===== config.mk =====
export PLATFORM = sky130hd
export DESIGN_NAME = mdu_divider_iter
export DESIGN_NICKNAME = d
export VERILOG_FILES = /design/src/rtl/mdu_divider_iter.sv
export SDC_FILE = /design/constraint.sdc
export NUM_CORES = 1
export LEC_CHECK = 0
export BUFFER_PORTS_ARGS = -buffer_cell sky130_fd_sc_hd__buf_2
export CAP_MARGIN = 20
export CORE_MARGIN = 2
export CORE_UTILIZATION = 60
export DETAILED_ROUTE_END_ITERATION = 6
export MAX_ROUTING_LAYER = met4
export PLACE_DENSITY = 0.86
export SLEW_MARGIN = 5
export SYNTH_ARGS = -nofsm -noshare
export SYNTH_HDL_FRONTEND = slang
export SYNTH_SLANG_ARGS = --single-unit

===== constraint.sdc =====
create_clock -name clk -period 19.5 [get_ports clk]
set_input_delay 1.95 -clock clk [delete_from_list [all_inputs] [get_ports clk]]
set_output_delay 1.95 -clock clk [all_outputs]
set_load 0.02 [all_outputs]

===== src/rtl/mdu_divider_iter.sv =====
// rtl/mdu_divider_iter.sv - iterative radix-2^K restoring divider with tag, flush and degenerate-operand fast path
// Optional: define MDU_DIV_EARLY_OUT_EN to finish |Z| < |D| requests at accept.
module mdu_divider_iter #(
  parameter int WIDTH = 32,
  parameter int K     = 2,
  parameter int TAG_W = 4
) (
  input  logic             clk,
  input  logic             rst_n,
  input  logic             flush_i,
  input  logic             req_valid_i,
  output logic             req_ready_o,
  input  logic             req_signed_i,
  input  logic [WIDTH-1:0] req_z_i,
  input  logic [WIDTH-1:0] req_d_i,
  input  logic [TAG_W-1:0] req_tag_i,
  output logic             resp_valid_o,
  input  logic             resp_ready_i,
  output logic [WIDTH-1:0] resp_q_o,
  output logic [WIDTH-1:0] resp_r_o,
  output logic [TAG_W-1:0] resp_tag_o,
  output logic             busy_o
);

  localparam int ITERS = WIDTH / K;
  localparam int CNT_W = $clog2(ITERS + 1);

  typedef enum logic [1:0] {IDLE, CALC, DONE} state_t;

  state_t             state_q, state_d;
  logic [CNT_W-1:0]   cnt_q;
  logic [WIDTH:0]     rem_q;
  logic [WIDTH-1:0]   quo_q;
  logic [WIDTH-1:0]   dvs_q;
  logic               q_neg_q;
  logic               r_neg_q;

  logic               z_neg, d_neg;
  logic [WIDTH-1:0]   abs_z, abs_d;
  logic               d_zero, ovf, early, special;
  logic [WIDTH:0]     rem_n, diff_v;
  logic [WIDTH-1:0]   quo_n;

  assign z_neg  = req_signed_i & req_z_i[WIDTH-1];
  assign d_neg  = req_signed_i & req_d_i[WIDTH-1];
  assign abs_z  = z_neg ? (~req_z_i + 1'b1) : req_z_i;
  assign abs_d  = d_neg ? (~req_d_i + 1'b1) : req_d_i;
  assign d_zero = (req_d_i == '0);
  assign ovf    = req_signed_i && (req_z_i == {1'b1, {(WIDTH-1){1'b0}}}) && (req_d_i == '1);
`ifdef MDU_DIV_EARLY_OUT_EN
  assign early  = !d_zero && (abs_z < abs_d);
`else
  assign early  = 1'b0;
`endif
  assign special = d_zero | ovf | early;

  // K chained restoring steps; partial remainder is one bit wider than the divisor
  always_comb begin
    rem_n  = rem_q;
    quo_n  = quo_q;
    diff_v = '0;
    for (int i = 0; i < K; i++) begin
      rem_n  = {rem_n[WIDTH-1:0], quo_n[WIDTH-1]};
      diff_v = rem_n - {1'b0, dvs_q};
      if (!diff_v[WIDTH]) begin
        rem_n = diff_v;
        quo_n = {quo_n[WIDTH-2:0], 1'b1};
      end else begin
        quo_n = {quo_n[WIDTH-2:0], 1'b0};
      end
    end
  end

  always_ff @(posedge clk or negedge rst_n) begin
    if (!rst_n) state_q <= IDLE;
    else        state_q <= state_d;
  end

  always_comb begin
    state_d = state_q;
    case (state_q)
      IDLE:    if (req_valid_i) state_d = special ? DONE : CALC;
      CALC:    if (cnt_q == CNT_W'(1)) state_d = DONE;
      DONE:    if (resp_ready_i) state_d = IDLE;
      default: state_d = IDLE;
    endcase
    if (flush_i) state_d = IDLE;
  end

  always_ff @(posedge clk or negedge rst_n) begin
    if (!rst_n) begin
      cnt_q      <= '0;
      rem_q      <= '0;
      quo_q      <= '0;
      dvs_q      <= '0;
      q_neg_q    <= 1'b0;
      r_neg_q    <= 1'b0;
      resp_q_o   <= '0;
      resp_r_o   <= '0;
      resp_tag_o <= '0;
    end else if (flush_i) begin
      cnt_q <= '0;
    end else begin
      case (state_q)
        IDLE: if (req_valid_i) begin
          rem_q      <= '0;
          quo_q      <= abs_z;
          dvs_q      <= abs_d;
          q_neg_q    <= z_neg ^ d_neg;
          r_neg_q    <= z_neg;
          resp_tag_o <= req_tag_i;
          cnt_q      <= special ? '0 : CNT_W'(ITERS);
          if (d_zero) begin
            resp_q_o <= '1;
            resp_r_o <= req_z_i;
          end else if (ovf) begin
            resp_q_o <= req_z_i;
            resp_r_o <= '0;
          end else if (early) begin
            resp_q_o <= '0;
            resp_r_o <= req_z_i;
          end
        end
        CALC: begin
          rem_q <= rem_n;
          quo_q <= quo_n;
          cnt_q <= cnt_q - 1'b1;
          if (cnt_q == CNT_W'(1)) begin
            resp_q_o <= q_neg_q ? (~quo_n + 1'b1) : quo_n;
            resp_r_o <= r_neg_q ? (~rem_n[WIDTH-1:0] + 1'b1) : rem_n[WIDTH-1:0];
          end
        end
        default: ;
      endcase
    end
  end

  assign req_ready_o  = (state_q == IDLE);
  assign resp_valid_o = (state_q == DONE);
  assign busy_o       = (state_q != IDLE);

endmodule


==> results.toml, run 1 <==
[drt]
ant_nets = 0
met1_length_um = 22500
wl_met2_um = 24200
firstDrtPassIters = 7
post-route-drc-count = 0
drt_iter0_drc = 2486
routed_wl_um = 54600
route.met3.wl_um = 5930
viasPerCell = 6.72
vias = 16400
routedWlPerCell_um = 22.4
highest_layer = "met4"

[sta]
max_slew.worst_pin.slew_ns = 1.04
setup_tns_ns = 0
final_max_slew_viol_count = 0
fin_crit_sh_pct = 45.1
fin_crit_ns = 8.79
rsz0062_at_grt = "no"
setup_viol = 0
layout_setup_ws_ns = 10.71
hold_viol = 0
final.setup_skew_ns = 0.0230
fmax_mhz = 114
relSlewSlack_pct = 30.8

[critical_path]
critical_path_class = "flip-flop to flip-flop"
ff2ff_path_depth = 30
worst-r2r-setup-slack_ns = 10.71
crit_path_max_fanout = 56
required_ns = 19.81
end_kind = "flip-flop"
start_kind = "flip-flop"
r2r_end = "resp_r_o[26]"
slowest_delay_ns = 0.60
cp_data_arrival_time_ns = 9.09
slowest_stage = "buf_4"
regToRegStartpoint = "quo_q[31]"

[grt]
grt_pass1_wl_um = 84000
grt_util_all_layers_pct = 41.4
grt_overflow = 0
grt_max_degree = 96
grt_pass1_vias = 15000
antenna_found_initial = 0

[layout]
diodes = 0
drive_gt1_share_pct = 12.3
layout.nets = 2239
area_growth_pct = 9.66
filler_cell_count = 2186
final_util_pct = 67.0
layoutNonFillerInstCount = 2435

[worst_hold_path]
holdPathEnd = "resp_q_o[9]"
hold_depth = 2
min_from = "resp_q_o[9]"
hold_path_class = "flip-flop to flip-flop"

[power_and_ir_drop]
power.density_nw_per_um2 = 197
p_switching_uw = 1880
intPower_uw = 1440
power.total_uw = 3320
p_clk_share_pct = 11.2
irDropWorstVdd_mv = 0.196
switching_share_pct = 56.5
p_leak_uw = 0.00758
p_seq_share_pct = 18.0
combinationalPowerShare_pct = 70.7

[synth]
synthArstFlopShare_pct = 100
yosysTopAreaCell = "dfrtp_1"
ys_ff_latch = 173
synth_edf_count = 0
synth_top_area_share_pct = 28.1
yosysWarnings = 0
synth_ff_type = "dfrtp_1"
synthTopCellsByArea = "dfrtp_1 28%, nand2_1 7.3%, o21ai_0 6.3%, ha_1 5.8%, a21oi_1 5.2%"
yosysMostFrequentCell = "nand2_1"
avgSynthCellArea_um2 = 7.60
seq_area_frac_synth_pct = 28.1
synth_cell_types = 92
synthTopCellsByCount = "298 x nand2_1, 196 x nor2_1, 193 x o21ai_0"
synth_area_um2 = 15400
synthCells = 2023
synth.net_count = 2170

[place]
dp_hpwl_um = 41300
io_buffer_count = 144
pre_cts_ws_ns = 11.01
placed_cells = 2403
gp_congestion = 1.02

[clocking]
cts-hold-fix-buffers = 0
clk_pin_slew_worst_paths_ns = 0.08
cts.sinks = 173
numCtsBuffers = 17
cts_tree = "done"
cts_resized = 0
clock-root-buffer = "clkbuf_16"
clkLatencyLatePin_ns = 0.47
htreeDepth = 4
post-cts-setup-buffers = 0
cts_buffer_depth = 2

[die]
core_um2 = 25200
rows = 58
initial_core_util_pct = 61.1
dieArea_um2 = 26900
io_pins = 145
fp.dieW_um = 164
die_y_um = 164

[flow_run]
cap_violations = 0

[status]
status = "finished, final reports clean"
routing by layer:
metal | track usage, % | vias up
li1 | - | 7423
met5 | - | -
met3 | 7.80 | 173
met2 | 62.2 | 1095
met1 | 55.7 | 7674
met4 | 15.2 | 0
how the worst max path moves through the flow:
| stage | start | to | cells after the start |
|---|---|---|---|
| 3_3_place_gp | quo_q[31] | resp_r_o[26] | 29 |
| 2_1_floorplan | quo_q[31] | resp_r_o[26] | 39 |
| 4_1_cts | quo_q[31] | resp_r_o[26] | 30 |
| 5_1_grt | quo_q[31] | resp_r_o[26] | 30 |
| 3_5_place_dp | quo_q[31] | resp_r_o[26] | 29 |
| 6_report | quo_q[31] | resp_r_o[26] | 30 |
critical path, delay by kind of cell, from the launching register on:
family	cells	cell delay, ns
AND/OR/NAND/NOR	6	1.25
flip-flops	1	0.43
buffers and inverters	4	1.12
adder cells (fa/ha/maj)	4	1.45
multiplexers	1	0.33
XOR/XNOR	1	0.22
AO/OA/AOI/OAI	14	3.81
power by group through the flow:
stage	logic (µW)	registers [µW]	clock network, µW
after floorplan	1580	636	0
after global placement	2230	592	0
after detailed placement	2260	598	0
after CTS	2270	592	370
after global routing	2510	609	385
final	2350	599	372
final cells by class:
type | instances | area (µm²) | area share (%)
inverter | 75 | 284 | 1.68
clock buffer | 17 | 425 | 2.52
multi-input combinational | 1665 | 10400 | 61.5
sequential | 173 | 4330 | 25.7
tap | 330 | 413 | 2.45
timing repair buffer | 160 | 847 | 5.02
clock inverter | 15 | 204 | 1.21
cell usage in the layout (no fill, tap or decap), types with 51 or more instances in the layout:
| cell type | count |
|---|---|
| buf_2 | 143 |
| nand2_1 | 298 |
| inv_1 | 73 |
| nor3_1 | 51 |
| nor2_1 | 195 |
| a21oi_1 | 160 |
| o21ai_0 | 193 |
| dfrtp_1 | 173 |
| ha_1 | 71 |
| xnor2_1 | 70 |
| xor2_1 | 81 |
registers in the layout (all words and copies together), names as in the netlist:
name and count:
state_q 2, r_neg_q 1, resp_r_o 32, rem_q 32
dvs_q 32, resp_tag_o 4, resp_q_o 32, cnt_q 5
q_neg_q 1, quo_q 32
cells by family after synthesis:
family / count (synthesis) / share of synthesized area, %
AND/OR/NAND/NOR: 758 / 22.6
AO/OA/AOI/OAI: 627 / 25.9
buffers and inverters: 185 / 4.75
flip-flops: 173 / 28.1
XOR/XNOR: 152 / 8.78
adder cells (fa/ha/maj): 73 / 6.03
multiplexers: 55 / 3.77
through the flow:
| step | cell area, µm² | hold WS [ns] |
|---|---|---|
| floorplan | 15400 | 0.465 |
| global placement | 16200 | 0.446 |
| detailed placement | 16200 | 0.459 |
| CTS | 16900 | 0.477 |
| global route | 16900 | 0.504 |
| finish | 16900 | 0.471 |
No activity file was read; power rests on OpenSTA's default activity.
==> run 2, diff against run 1 <==
--- a/config.mk
+++ b/config.mk
@@ -5,13 +5,14 @@
 export SDC_FILE = /design/constraint.sdc
 export NUM_CORES = 1
 export LEC_CHECK = 0
+export ABC_AREA = 1
 export BUFFER_PORTS_ARGS = -buffer_cell sky130_fd_sc_hd__buf_2
 export CAP_MARGIN = 20
 export CORE_MARGIN = 2
-export CORE_UTILIZATION = 60
+export CORE_UTILIZATION = 56
 export DETAILED_ROUTE_END_ITERATION = 6
 export MAX_ROUTING_LAYER = met4
-export PLACE_DENSITY = 0.86
+export PLACE_DENSITY = 0.84
 export SLEW_MARGIN = 5
 export SYNTH_ARGS = -nofsm -noshare
 export SYNTH_HDL_FRONTEND = slang
==> constraint.sdc (replaced) <==
create_clock -name clk -period 7.8 [get_ports clk]
set_input_delay 0.78 -clock clk [delete_from_list [all_inputs] [get_ports clk]]
set_output_delay 0.78 -clock clk [all_outputs]
set_load 0.02 [all_outputs]
==> results.toml, run 2 <==
[sta]
relSlewSlack_pct = 25.5
rsz0062_at_grt = "no"
final.setup_skew_ns = 0.0177
max_slew.worst_pin.slew_ns = 1.12
setup_tns_ns = 0
setup_viol = 0
final_max_slew_viol_count = 0
fmax_mhz = 141
fin_crit_sh_pct = 90.8
hold_viol = 0
fin_crit_ns = 7.08

[die]
rows = 61
core_um2 = 27700
io_pins = 145
initial_core_util_pct = 56.7
dieArea_um2 = 29400
die_y_um = 172
fp.dieW_um = 172

[grt]
antenna_found_initial = 2
grt_overflow = 0
grt_util_all_layers_pct = 41.6
grt_max_degree = 84
grt_pass1_vias = 16000
grt_pass1_wl_um = 90500

[synth]
yosysTopAreaCell = "dfrtp_1"
seq_area_frac_synth_pct = 27.6
yosysMostFrequentCell = "nand2_1"
ys_ff_latch = 173
synthAdderAreaFrac_pct = 5.91
yosysWarnings = 0
synthArstFlopShare_pct = 100
synthSimpleGateAreaFrac_pct = 32.9
synthTopCellsByCount = "577 x nand2_1, 294 x inv_1, 204 x nor2_1"
synth_top_area_share_pct = 27.6
synth_xor_area_share_pct = 4.12
avgSynthCellArea_um2 = 6.64
synth-compound-area-share_pct = 19.6
synthTopCellsByArea = "dfrtp_1 28%, nand2_1 14%, inv_1 7.0%, ha_1 5.7%, o21ai_0 5.3%"
synth_area_um2 = 15700
synth_edf_count = 0
synth_top_family_by_area = "simple AND/OR/NAND/NOR gates"
synth_mux_area_share_pct = 0
synth_ff_type = "dfrtp_1"
synth_cell_types = 64
synth.net_count = 2513
synthCells = 2366

[layout]
seq_area_um2 = 4330
mostFrequentLayoutCell = "nand2_1"
drive_gt1_share_pct = 12.8
area_growth_pct = 10.3
layout.nets = 2620
multiInputGateArea_um2 = 9890
layout_common_cells = "577 x nand2_1, 293 x inv_1, 202 x nor2_1"
filler_cell_count = 2653

[critical_path]
slowest_delay_ns = 0.46
crit_top_cell = "nand2_1"
critical_path_class = "flip-flop to flip-flop"
end_kind = "flip-flop"
start_kind = "flip-flop"
slowest_stage = "fa_1"
cp_data_arrival_time_ns = 7.46
required_ns = 8.18
crit_path_max_fanout = 35

[drt]
firstDrtPassIters = 7
viasPerCell = 6.06
vias = 17400
routedWlPerCell_um = 20.8
post-route-drc-count = 7
routed_wl_um = 59700
drt_iter0_drc = 1950
ant_nets = 0

[clocking]
cts.sinks = 173
clk_pin_slew_worst_paths_ns = 0.08
numCtsBuffers = 17
htreeDepth = 4
clkLatencyLatePin_ns = 0.45
cts_buffer_depth = 2
cts-hold-fix-buffers = 0
clock-root-buffer = "clkbuf_16"
cts_tree = "done"

[worst_hold_path]
hold_path_class = "input pin to async pin"

[place]
io_buffer_count = 144
gp_congestion = 0.986
dp_hpwl_um = 46400

[status]
status = "finished, violations left"
violations = "DRC"

[flow_run]
cap_violations = 0
run 2: cell types whose count changed after synthesis, moves of 26 or more:
cell	delta
nand2_1	+279
inv_1	+221
nand3_1	+128
xnor2_1	-48
clkbuf_1	-36
or3_1	-35
mux2i_1	-34
o31ai_1	-29
xor2_1	-29
nand2_2	+26
o21ai_0	-26
run 2: worst max-delay path, delay by kind of cell, from the launching register on:
kind / cells / cell delay (ns)
and+or+nand+nor: 27 / 3.34
xor gates and xnor gates: 1 / 0.16
buffers and inverters: 4 / 0.44
adders and majority gates: 4 / 1.23
DFF: 1 / 0.38
AOI/OAI and AO/OA: 9 / 1.46
run 2: area by class of cell:
class,count,share of cell area (%)
multi-input combinational,1808,57.1
antenna,3,0.0433
inverter,309,6.71
clock inverter,11,0.585
tap,378,2.73
clock buffer,21,2.71
sequential,173,25.0
timing repair buffer,163,5.13
timing repair inverter,1,0.0289
run 2: repair_timing:
action,in CTS,in global routing
resized for setup,0,5
setup endpoints to repair,0,4
setup buffers,0,5
run 2: metrics by stage:
step	instance area, µm²	hold slack, ns	setup WS (ns)	instances	utilization (%)
final	17300	0.223	0.720	2867	62.6
after global routing	17300	0.258	0.0404	2866	62.6
after CTS	17200	0.245	0.479	2855	62.1
after detailed placement	16600	0.462	0.548	2823	60.1
after global placement	16600	0.451	0.780	2823	60.1
after floorplan	15700	0.453	1.97	2366	-
run 2: logic make-up after synthesis:
family	count (synthesis)
DFF	173
and+or+nand+nor	1146
AOI/OAI and AO/OA	513
xor gates and xnor gates	74
adders and majority gates	73
buffers and inverters	387
run 2: per-layer routing:
metal | wire, µm | up-vias | track usage (%) | share of wire (%)
met3 | 5620 | 160 | 8.54 | 9.4
met1 | 24600 | 8080 | 53.8 | 41
met4 | 2370 | 0 | 16.7 | 4.0
li1 | - | 8120 | - | -
met2 | 27100 | 1000 | 63.9 | 45
met5 | 0 | - | - | 0
run 2: worst paths after layout:
kind                               start       endpoint  slack, ns  cells after the start
max                            quo_q[31]   resp_q_o[30]       0.72                     45
max reg2reg                    quo_q[31]   resp_q_o[30]       0.72                     45
min                                rst_n      rem_q[31]       0.22                      1
max in group asynchronous          rst_n       dvs_q[1]       6.30                      2
min in group clk           resp_tag_o[2]  resp_tag_o[2]       0.47                      2
min reg2reg                resp_tag_o[2]  resp_tag_o[2]       0.47                      2
Power of run 2 is not shown: default switching activity piles up to over one toggle a cycle in this logic, so the estimate is an artifact.
